<file path="config.mk">
export PLATFORM = sky130hd
export DESIGN_NAME = alu_result_display
export DESIGN_NICKNAME = d
export VERILOG_FILES = /design/src/rtl/alu_result_display.sv
export SDC_FILE = /design/constraint.sdc
export NUM_CORES = 1
export LEC_CHECK = 0
export CAP_MARGIN = 20
export CORE_UTILIZATION = 30
export DETAILED_ROUTE_END_ITERATION = 6
export SLEW_MARGIN = 20
export SYNTH_ARGS = -nofsm -noshare
export SYNTH_HDL_FRONTEND = slang
export SYNTH_SLANG_ARGS = --single-unit
export TNS_END_PERCENT = 50
</file>
<file path="constraint.sdc">
create_clock -name clk -period 2.54 [get_ports clk]
set_input_delay 0.762 -clock clk [delete_from_list [all_inputs] [get_ports clk]]
set_output_delay 0.762 -clock clk [all_outputs]
set_load 0.02 [all_outputs]
</file>
<file path="src/rtl/alu_result_display.sv">
// rtl/alu_result_display.sv - ALU result to 3-digit multiplexed 7-segment display via double-dabble BCD.
// Optional LEADING_ZERO_BLANK_EN blanks leading zero hundreds/tens digits.
module alu_result_display #(
  parameter int unsigned SCAN_DIV = 1000
) (
  input  logic       clk,
  input  logic       rst,
  input  logic       load,
  input  logic [7:0] result,
  input  logic       cout,
  output logic [6:0] seg,
  output logic       dp,
  output logic [2:0] dig_sel,
  output logic       busy
);

  typedef enum logic {IDLE, CONVERT} state_t;

  localparam logic [15:0] DIV_MAX = 16'(SCAN_DIV - 1);

  state_t      state_q, state_d;
  logic [7:0]  bin_q, bin_d;
  logic [11:0] bcd_q, bcd_d;
  logic [2:0]  iter_q, iter_d;
  logic        cap_carry_q, cap_carry_d;
  logic [3:0]  hun_q, hun_d;
  logic [3:0]  ten_q, ten_d;
  logic [3:0]  unit_q, unit_d;
  logic        carry_q, carry_d;
  logic [15:0] div_q, div_d;
  logic [1:0]  idx_q, idx_d;

  logic [11:0] bcd_adj;
  logic [19:0] shifted;
  logic        last_iter;
  logic        div_wrap;
  logic [3:0]  digit;
  logic        blank;

  function automatic logic [3:0] add3(input logic [3:0] n);
    return (n >= 4'd5) ? n + 4'd3 : n;
  endfunction

  function automatic logic [6:0] decode(input logic [3:0] d);
    case (d)
      4'd0:    return 7'h3F;
      4'd1:    return 7'h06;
      4'd2:    return 7'h5B;
      4'd3:    return 7'h4F;
      4'd4:    return 7'h66;
      4'd5:    return 7'h6D;
      4'd6:    return 7'h7D;
      4'd7:    return 7'h07;
      4'd8:    return 7'h7F;
      4'd9:    return 7'h6F;
      default: return 7'h00;
    endcase
  endfunction

  always_ff @(posedge clk) begin
    if (rst) state_q <= IDLE;
    else     state_q <= state_d;
  end

  assign last_iter = (iter_q == 3'd7);

  always_comb begin
    state_d = state_q;
    case (state_q)
      IDLE:    if (load) state_d = CONVERT;
      CONVERT: if (last_iter) state_d = IDLE;
      default: state_d = IDLE;
    endcase
  end

  always_comb begin
    busy = (state_q == CONVERT);
  end

  // One double-dabble step: add 3 to any nibble >= 5, then shift the whole scratch left.
  assign bcd_adj = {add3(bcd_q[11:8]), add3(bcd_q[7:4]), add3(bcd_q[3:0])};
  assign shifted = {bcd_adj, bin_q} << 1;

  always_comb begin
    bin_d       = bin_q;
    bcd_d       = bcd_q;
    iter_d      = iter_q;
    cap_carry_d = cap_carry_q;
    hun_d       = hun_q;
    ten_d       = ten_q;
    unit_d      = unit_q;
    carry_d     = carry_q;
    if (state_q == IDLE) begin
      if (load) begin
        bin_d       = result;
        cap_carry_d = cout;
        bcd_d       = 12'd0;
        iter_d      = 3'd0;
      end
    end else begin
      bin_d  = shifted[7:0];
      bcd_d  = shifted[19:8];
      iter_d = iter_q + 3'd1;
      if (last_iter) begin
        hun_d   = shifted[19:16];
        ten_d   = shifted[15:12];
        unit_d  = shifted[11:8];
        carry_d = cap_carry_q;
      end
    end
  end

  assign div_wrap = (div_q == DIV_MAX);

  always_comb begin
    div_d = div_wrap ? 16'd0 : div_q + 16'd1;
    idx_d = idx_q;
    if (div_wrap) idx_d = (idx_q == 2'd2) ? 2'd0 : idx_q + 2'd1;
  end

  always_ff @(posedge clk) begin
    if (rst) begin
      bin_q       <= 8'd0;
      bcd_q       <= 12'd0;
      iter_q      <= 3'd0;
      cap_carry_q <= 1'b0;
      hun_q       <= 4'd0;
      ten_q       <= 4'd0;
      unit_q      <= 4'd0;
      carry_q     <= 1'b0;
      div_q       <= 16'd0;
      idx_q       <= 2'd0;
    end else begin
      bin_q       <= bin_d;
      bcd_q       <= bcd_d;
      iter_q      <= iter_d;
      cap_carry_q <= cap_carry_d;
      hun_q       <= hun_d;
      ten_q       <= ten_d;
      unit_q      <= unit_d;
      carry_q     <= carry_d;
      div_q       <= div_d;
      idx_q       <= idx_d;
    end
  end

  always_comb begin
    dig_sel = 3'b001;
    digit   = unit_q;
    blank   = 1'b0;
    case (idx_q)
      2'd1: begin
        dig_sel = 3'b010;
        digit   = ten_q;
`ifdef LEADING_ZERO_BLANK_EN
        blank   = (hun_q == 4'd0) && (ten_q == 4'd0);
`endif
      end
      2'd2: begin
        dig_sel = 3'b100;
        digit   = hun_q;
`ifdef LEADING_ZERO_BLANK_EN
        blank   = (hun_q == 4'd0);
`endif
      end
      default: begin
        dig_sel = 3'b001;
        digit   = unit_q;
      end
    endcase
    seg = blank ? 7'h00 : decode(digit);
    dp  = carry_q && (idx_q == 2'd0);
  end

endmodule

</file>
==> results.md, run 1 <==
- Min Tclk post-route: around 2800 ps
- Routability cong.: 0.746
- Static leakage: between 1 and 1.5 nW
- Full die area: just under 0.01 mm2
- Post-Syn Instances: 327
- Worst Path Required: about 1800 ps
- Top post-synthesis cells by count: dfxtp_1, nor2_1, a21oi_1, ha_1, mux2i_1
- Type of the most critical hold path: register to register
- Max Cap Viol: 0
- Most numerous cell in the Yosys netlist: dfxtp_1
- DRC: 0
- Slew @ Worst Pin: around 990 ps
- Wire per inst: between 10 and 15 um
- Switching power: about 0.38 mW
- # placed instances: roughly 460
- Flop pwr share: 0.592
- Vias post-DR: around 2300
- Combinational fraction of design power: 0.068
- I/O Buffers: 23
- Critical Path Sink Type: output port
- Sw Ratio: 0.251
- Die Ht: between 90 and 100 um
- Cell internal pwr: around 1.1 mW
- Fraction of layout cells with a size suffix above 1: 0.216
- Maximum VDD drop: just under 300 uV
- CTS Buffer Depth: 2
- Drt total wl: a little under 6 mm
- Clock root cell: clkbuf_8
- Status: finished, violations left
- # IOs: 24
- Crit path DAT: 2020 ps
- Total Routing Usage GR: 0.126
- Max-slew violations: 0
- Final worst setup slack: -238 ps
- P per Cell Area: ~430 mW/mm2
- Core Rows: 34
- Synthesized flop and latch total: between 50 and 60
- Count of different cell masters after synthesis: 35
- Nets: 397
- CTS hold repair buffers: 0
- Num Clock Sinks: 56
- Cell taking the most area after synthesis: dfxtp_1
- DR vias/cell: slightly below 5
- Non-Filler Instances: 473
- Pin count of the biggest net entering global routing: 50
- Worst slack, placed: -547 ps
- CORE AREA: between 0.008 and 0.009 mm2
- Crit Path Max Fanout: 8
- Crit path launch type: register
- Final cycle utilization of the critical path: 1.09
- Synth Cell Area: 0.00281 mm2
- Initial DRT Pass Iterations: 4
- Setup TNS: -1510 ps
- Synth top area share: 0.399
- Failing checks: setup timing
- Starting density of the core: 0.316
- # diodes: 0
- Area Overhead vs Synth: 26.5%
- Top FF cell, synth: dfxtp_1
- Clock transition at path regs: roughly 110 ps
- Clk_lat worst skew: 320 ps
- DP HPWL: roughly 3.9 mm
- CTS tree: built
- Synth area leaders: dfxtp_1, ha_1, nor2_1
- Antenna violations before repair: 0
- RSZ-0062 raised after global routing: yes
- Clock Power Share: 0.340
- Final Setup Violations: 7
- Total Power: 1.52 mW
- Syn avg cell area: between 8 and 9 um2
- Fill cells: between 800 and 900
- Setup CP Type: register to output port
- Maximum clock frequency: ~0.36 GHz
- Remaining antenna violation count: 0
- First-pass GRT wire length: 10.0 mm
- Vias in the first global route: about 2200
- Grt total ovfl: 0
- Async set or reset register ratio after synthesis: 0
- H-tree Lvls: 2
- Syn_nets: 360
- Die width: roughly 100 um
- Worst relative slew slack: 0.338
- Total CTS buffers: 5
- DRC marker count from the first detailed-route iteration: 103
- Skew final: 10.4 ps
- Endpoints failing hold: 0
- Post-synth EDFFs: 0
- YS warnings: 0
- Register area share after synthesis: 0.399
[area by class of cell]
type                       instances  area (um2)  share of cell area
clock buffer                       5        68.8              0.0193
clock inverter                     3        27.5             0.00774
inverter                          12        50.0              0.0141
multi-input combinational        244        1750               0.491
sequential                        56        1120               0.316
tap                              108         135              0.0380
timing repair buffer              45         404               0.114
[cell families after synthesis]
| kind of cell | Yosys count | synth area share |
|---|---|---|
| multiplexers | 16 | 0.0569 |
| buffers and inverters | 28 | 0.0471 |
| AO/OA/AOI/OAI | 68 | 0.137 |
| flip-flops | 56 | 0.399 |
| adder cells (fa/ha/maj) | 21 | 0.0934 |
| AND/OR/NAND/NOR | 120 | 0.211 |
| XOR/XNOR | 18 | 0.0560 |
[cells in the final DEF (no fill, tap or decap), types with 3 or more instances in the layout]
cell type / count
dfxtp_1: 54
nor2_1: 49
a21oi_1: 32
buf_4: 23
mux2i_1: 16
ha_1: 15
clkdlybuf4s50_1: 15
nand2_1: 13
nor3b_1: 13
nand3_1: 11
xor2_1: 11
o21ai_0: 10
inv_1: 7
a22o_1: 7
xnor2_1: 6
nand2b_1: 5
nor3_1: 5
ha_4: 5
clkbuf_8: 5
buf_6: 5
nor2_2: 4
inv_2: 4
a21oi_2: 4
a22oi_2: 3
o21ai_2: 3
and3_4: 3
[sequential cells by signal, summed over array words and instances, names as in the netlist]
| name | cells |
|---|---|
| bin_q | 8 |
| idx_q | 2 |
| busy | 1 |
| hun_q | 4 |
| iter_q | 3 |
| ten_q | 4 |
| bcd_q | 12 |
| unit_q | 4 |
| carry_q | 1 |
| div_q | 16 |
| cap_carry_q | 1 |
[final timing paths]
kind                            startpoint   endpoint  slack (ps)  cells after the start
worst max register to register   iter_q[0]  unit_q[2]         680                      4
worst min-delay path              div_q[0]   div_q[0]         450                      1
worst max-delay path              idx_q[1]     seg[5]        -240                     10
worst min register to register    div_q[0]   div_q[0]         450                      1
[layer usage]
layer  vias to the layer above  track usage  wire length, um
li1                       1191            -                -
met1                      1047        0.158             2970
met2                        30        0.215             2620
met3                         8       0.0248              174
met4                         0       0.0436               65
met5                         -            0                0
[power groups by stage]
stage / Clock (mW) / Sequential, mW / Combinational (mW)
after floorplan: 0 / 0.923 / 0.0687
after global routing: 0.572 / 0.905 / 0.116
final: 0.518 / 0.903 / 0.103
after global placement: 0 / 0.923 / 0.103
after detailed placement: 0 / 0.923 / 0.105
after CTS: 0.541 / 0.903 / 0.105
[per-stage QoR]
stage / cell area (um2) / util / hold slack (ps)
finish: 3560 / 0.400 / 454
detailed placement: 3320 / 0.373 / 440
global placement: 3320 / 0.373 / 428
floorplan: 2890 / - / 417
global route: 3560 / 0.400 / 487
CTS: 3530 / 0.397 / 460
[worst max-delay path, cell delays in order (launching register included)]
cell,delay (ps)
dfxtp_2,350
inv_2,70
ha_4,350
inv_6,50
nor2_2,130
a21oi_4,60
buf_4,150
ha_4,160
a21oi_2,140
o22ai_2,90
buf_4,160
[repair_timing]
action / CTS / global route
endpoints found under the hold margin: 0 / 0
gates resized for setup: 61 / 7
setup buffers: 2 / 1
gates cloned: 1 / 0
endpoints found under the setup margin: 8 / 7
pin swaps: 9 / 4
Note: power is estimated with default switching activity, not from simulation.
==> inputs of run 2 (changes only) <==
--- a/config.mk
+++ b/config.mk
@@ -6,6 +6,7 @@
 export NUM_CORES = 1
 export LEC_CHECK = 0
 export CAP_MARGIN = 20
+export CORE_MARGIN = 2
 export CORE_UTILIZATION = 30
 export DETAILED_ROUTE_END_ITERATION = 6
 export SLEW_MARGIN = 20
==> run 2 against run 1 <==
The flow still finishes with violations (setup timing). Via count decreased by 2.1%. Clock power increased by 14%. Combinational power about the same. Sequential share of layout area decreased by 0.26 points. Cell count increased by 1.1%. Cell area increased by 0.84%. Critical path type unchanged. Critical endpoint is now seg[3].
==> results.md, run 2 (synthesized netlist as in run 1, its figures left out) <==
- Flop pwr share: 0.566 (-0.026)
- Clock Power Share: 0.370 (+0.030)
- Crit path launch type: register
- Slew @ Worst Pin: 919 ps (-73.4 ps)
- Most frequent cells in the layout: dfxtp_1, nor2_1, a21oi_1
- Core Rows: 35 (+2.9%)
- CORE AREA: 0.00915 mm2 (+2.9%)
- Skew final: 12.8 ps (+2.40 ps)
- Static leakage: 1.36 nW (+2.1%)
- DR vias/cell: 4.66 (-3.1%)
- Post-route cell area: 0.00359 mm2 (+0.84%)
- Clock root cell: clkbuf_8
- Drt total wl: 5.55 mm (-4.7%)
- Failing checks: setup timing
- # diodes: 0 (unchanged)
- Maximum VDD drop: 260 uV (-11%)
- H-tree Lvls: 2 (unchanged)
- Wire per inst: 11.6 um (-5.7%)
- Max-slew violations: 0 (unchanged)
- Nets: 399 (+0.50%)
- Fin util: 0.392 (-0.00815)
- RSZ-0062 raised after global routing: yes
- Remaining antenna violation count: 0 (unchanged)
- CTS tree: built
- CTS hold repair buffers: 0 (unchanged)
- Clk_lat worst skew: 310 ps (about the same)
- # IOs: 24 (unchanged)
- Vias post-DR: 2228 (-2.1%)
- Maximum clock frequency: 0.364 GHz (+0.99%)
- Dpl cell area: 0.00334 mm2 (+0.57%)
- Total CTS buffers: 5 (unchanged)
- Non-Filler Instances: 478 (+1.1%)
- Max FFs per register: 16 (unchanged)
- First-pass GRT wire length: 9.62 mm (-4.2%)
- Combinational fraction of design power: 0.064 (-0.004)
- Final worst setup slack: -211 ps (+27.4 ps)
- DRC: 0 (unchanged)
- Crit Path Max Fanout: 4 (-4)
- Crit path DAT: 1990 ps (-30 ps)
- Type of the most critical hold path: register to register
- Most common cell after layout, fill and taps aside: dfxtp_1
- DRC marker count from the first detailed-route iteration: 106 (+2.9%)
- Starting density of the core: 0.307 (-0.00904)
- Grt total ovfl: 0 (unchanged)
- Worst Path Required: 1780 ps (about the same)
- Pin count of the biggest net entering global routing: 50 (unchanged)
- Largest registers: div_q: 16 flops, bcd_q: 12 flops, bin_q: 8 flops
- Vias in the first global route: 2120 (-5.2%)
- Min Tclk post-route: 2750 ps (-27.4 ps)
- Min Hold Slack: 462 ps (+7.99 ps)
- Routability cong.: 0.761 (+2.0%)
- Full die area: 0.0102 mm2 (+4.1%)
- CTS Buffer Depth: 2 (unchanged)
- Die Ht: 101 um (+2.0%)
- Num Clock Sinks: 56 (unchanged)
- P per Cell Area: 445 mW/mm2 (+3.8%)
- Cell internal pwr: 1.24 mW (+8.2%)
- # placed instances: 466 (+1.1%)
- Area Overhead vs Synth: 27.5%
- Fill cells: 906 (+0.78%)
- Total Power: 1.60 mW (+4.7%)
- Status: finished, violations left
- Antenna violations before repair: 0 (unchanged)
- Total Routing Usage GR: 0.116 (-0.00945)
- Fraction of layout cells with a size suffix above 1: 0.215 (-0.00118)
- I/O Buffers: 23 (unchanged)
- Initial DRT Pass Iterations: 4 (unchanged)
- Setup TNS: -1230 ps (+282 ps)
- Critical Path Sink Type: output port
- Multi-input combinational cell area: 0.00174 mm2 (-0.64%)
- Clock transition at path regs: 110 ps (about the same)
- Setup CP Type: register to output port
- Sw Ratio: 0.226 (-0.0252)
- Worst slack, placed: -531 ps (+15.7 ps)
- Switching power: 0.360 mW (-5.8%)
- Worst relative slew slack: 0.387 (+0.0490)
- Final cycle utilization of the critical path: 1.08 (-0.0108)
- Most flop-heavy register: div_q
- DP HPWL: 3.95 mm (+1.4%)
- Die width: 101 um (+2.0%)
- Max Cap Viol: 0 (unchanged)
- Final Setup Violations: 7 (unchanged)
- Register area: 0.00112 mm2 (unchanged)
- Endpoints failing hold: 0 (unchanged)
==> run 2: changes by cell type in the layout (fill, tap and decap cells not counted), sizes merged <==
| cell | before | now |
|---|---|---|
| buf | 30 | 32 |
| inv | 13 | 12 |
| bufinv | 0 | 1 |
| clkinv | 1 | 2 |
| clkinvlp | 1 | 0 |
==> run 2: what timing repair did <==
| item | CTS | global route |
|---|---|---|
| pin swaps | 10 | 5 |
| cloned | 1 | 0 |
| buffers inserted | 1 | 2 |
| setup endpoints to repair | 8 | 7 |
| gates resized for setup | 60 | 5 |
==> run 2: routing by layer <==
metal,GRT usage,vias up,part of all wire
met5,0,-,0
met4,0.0348,0,0.012
met3,0.0243,4,0.027
met2,0.195,26,0.45
met1,0.151,1003,0.51
li1,-,1195,-
==> run 2: power groups by stage <==
stage / Sequential [mW] / Clock [mW] / Combinational [mW]
3_5_place_dp: 0.924 / 0 / 0.104
5_1_grt: 0.906 / 0.647 / 0.116
4_1_cts: 0.904 / 0.610 / 0.104
2_1_floorplan: 0.923 / 0 / 0.0687
6_report: 0.904 / 0.590 / 0.102
3_3_place_gp: 0.924 / 0 / 0.102
==> run 2: path summary, 6_finish.rpt <==
kind / start / end / slack, ps / depth (start not counted)
setup / recovery: idx_q[0] / seg[3] / -210 / 10
hold / removal: unit_q[3] / unit_q[3] / 460 / 2
setup reg to reg: div_q[3] / div_q[7] / 690 / 5
hold reg to reg: unit_q[3] / unit_q[3] / 460 / 2
==> run 2: area by class of cell <==
| class | instances | area share |
|---|---|---|
| repair buffers | 47 | 0.118 |
| multi-input cells | 244 | 0.484 |
| well taps | 111 | 0.0387 |
| flip-flops and latches | 56 | 0.313 |
| clock inverters | 3 | 0.0133 |
| inverters | 12 | 0.0140 |
| clock buffers | 5 | 0.0192 |
==> run 2: worst max-delay path, stage by stage (launching register included) <==
cell     delay [ps]
dfxtp_2         340
buf_4           140
ha_4            170
a22oi_2         190
nor2_2           60
a21oi_4         160
inv_2            90
ha_4            290
nand3_2          60
nand2_2          60
buf_6           110
==> inputs of run 3 (changes only) <==
--- a/config.mk
+++ b/config.mk
@@ -9,7 +9,7 @@
 export CORE_MARGIN = 2
 export CORE_UTILIZATION = 30
 export DETAILED_ROUTE_END_ITERATION = 6
-export SLEW_MARGIN = 20
+export SLEW_MARGIN = 5
 export SYNTH_ARGS = -nofsm -noshare
 export SYNTH_HDL_FRONTEND = slang
 export SYNTH_SLANG_ARGS = --single-unit
==> results of run 3 <==
No change in the layout: final DEF, timing and power equal those of run 2.
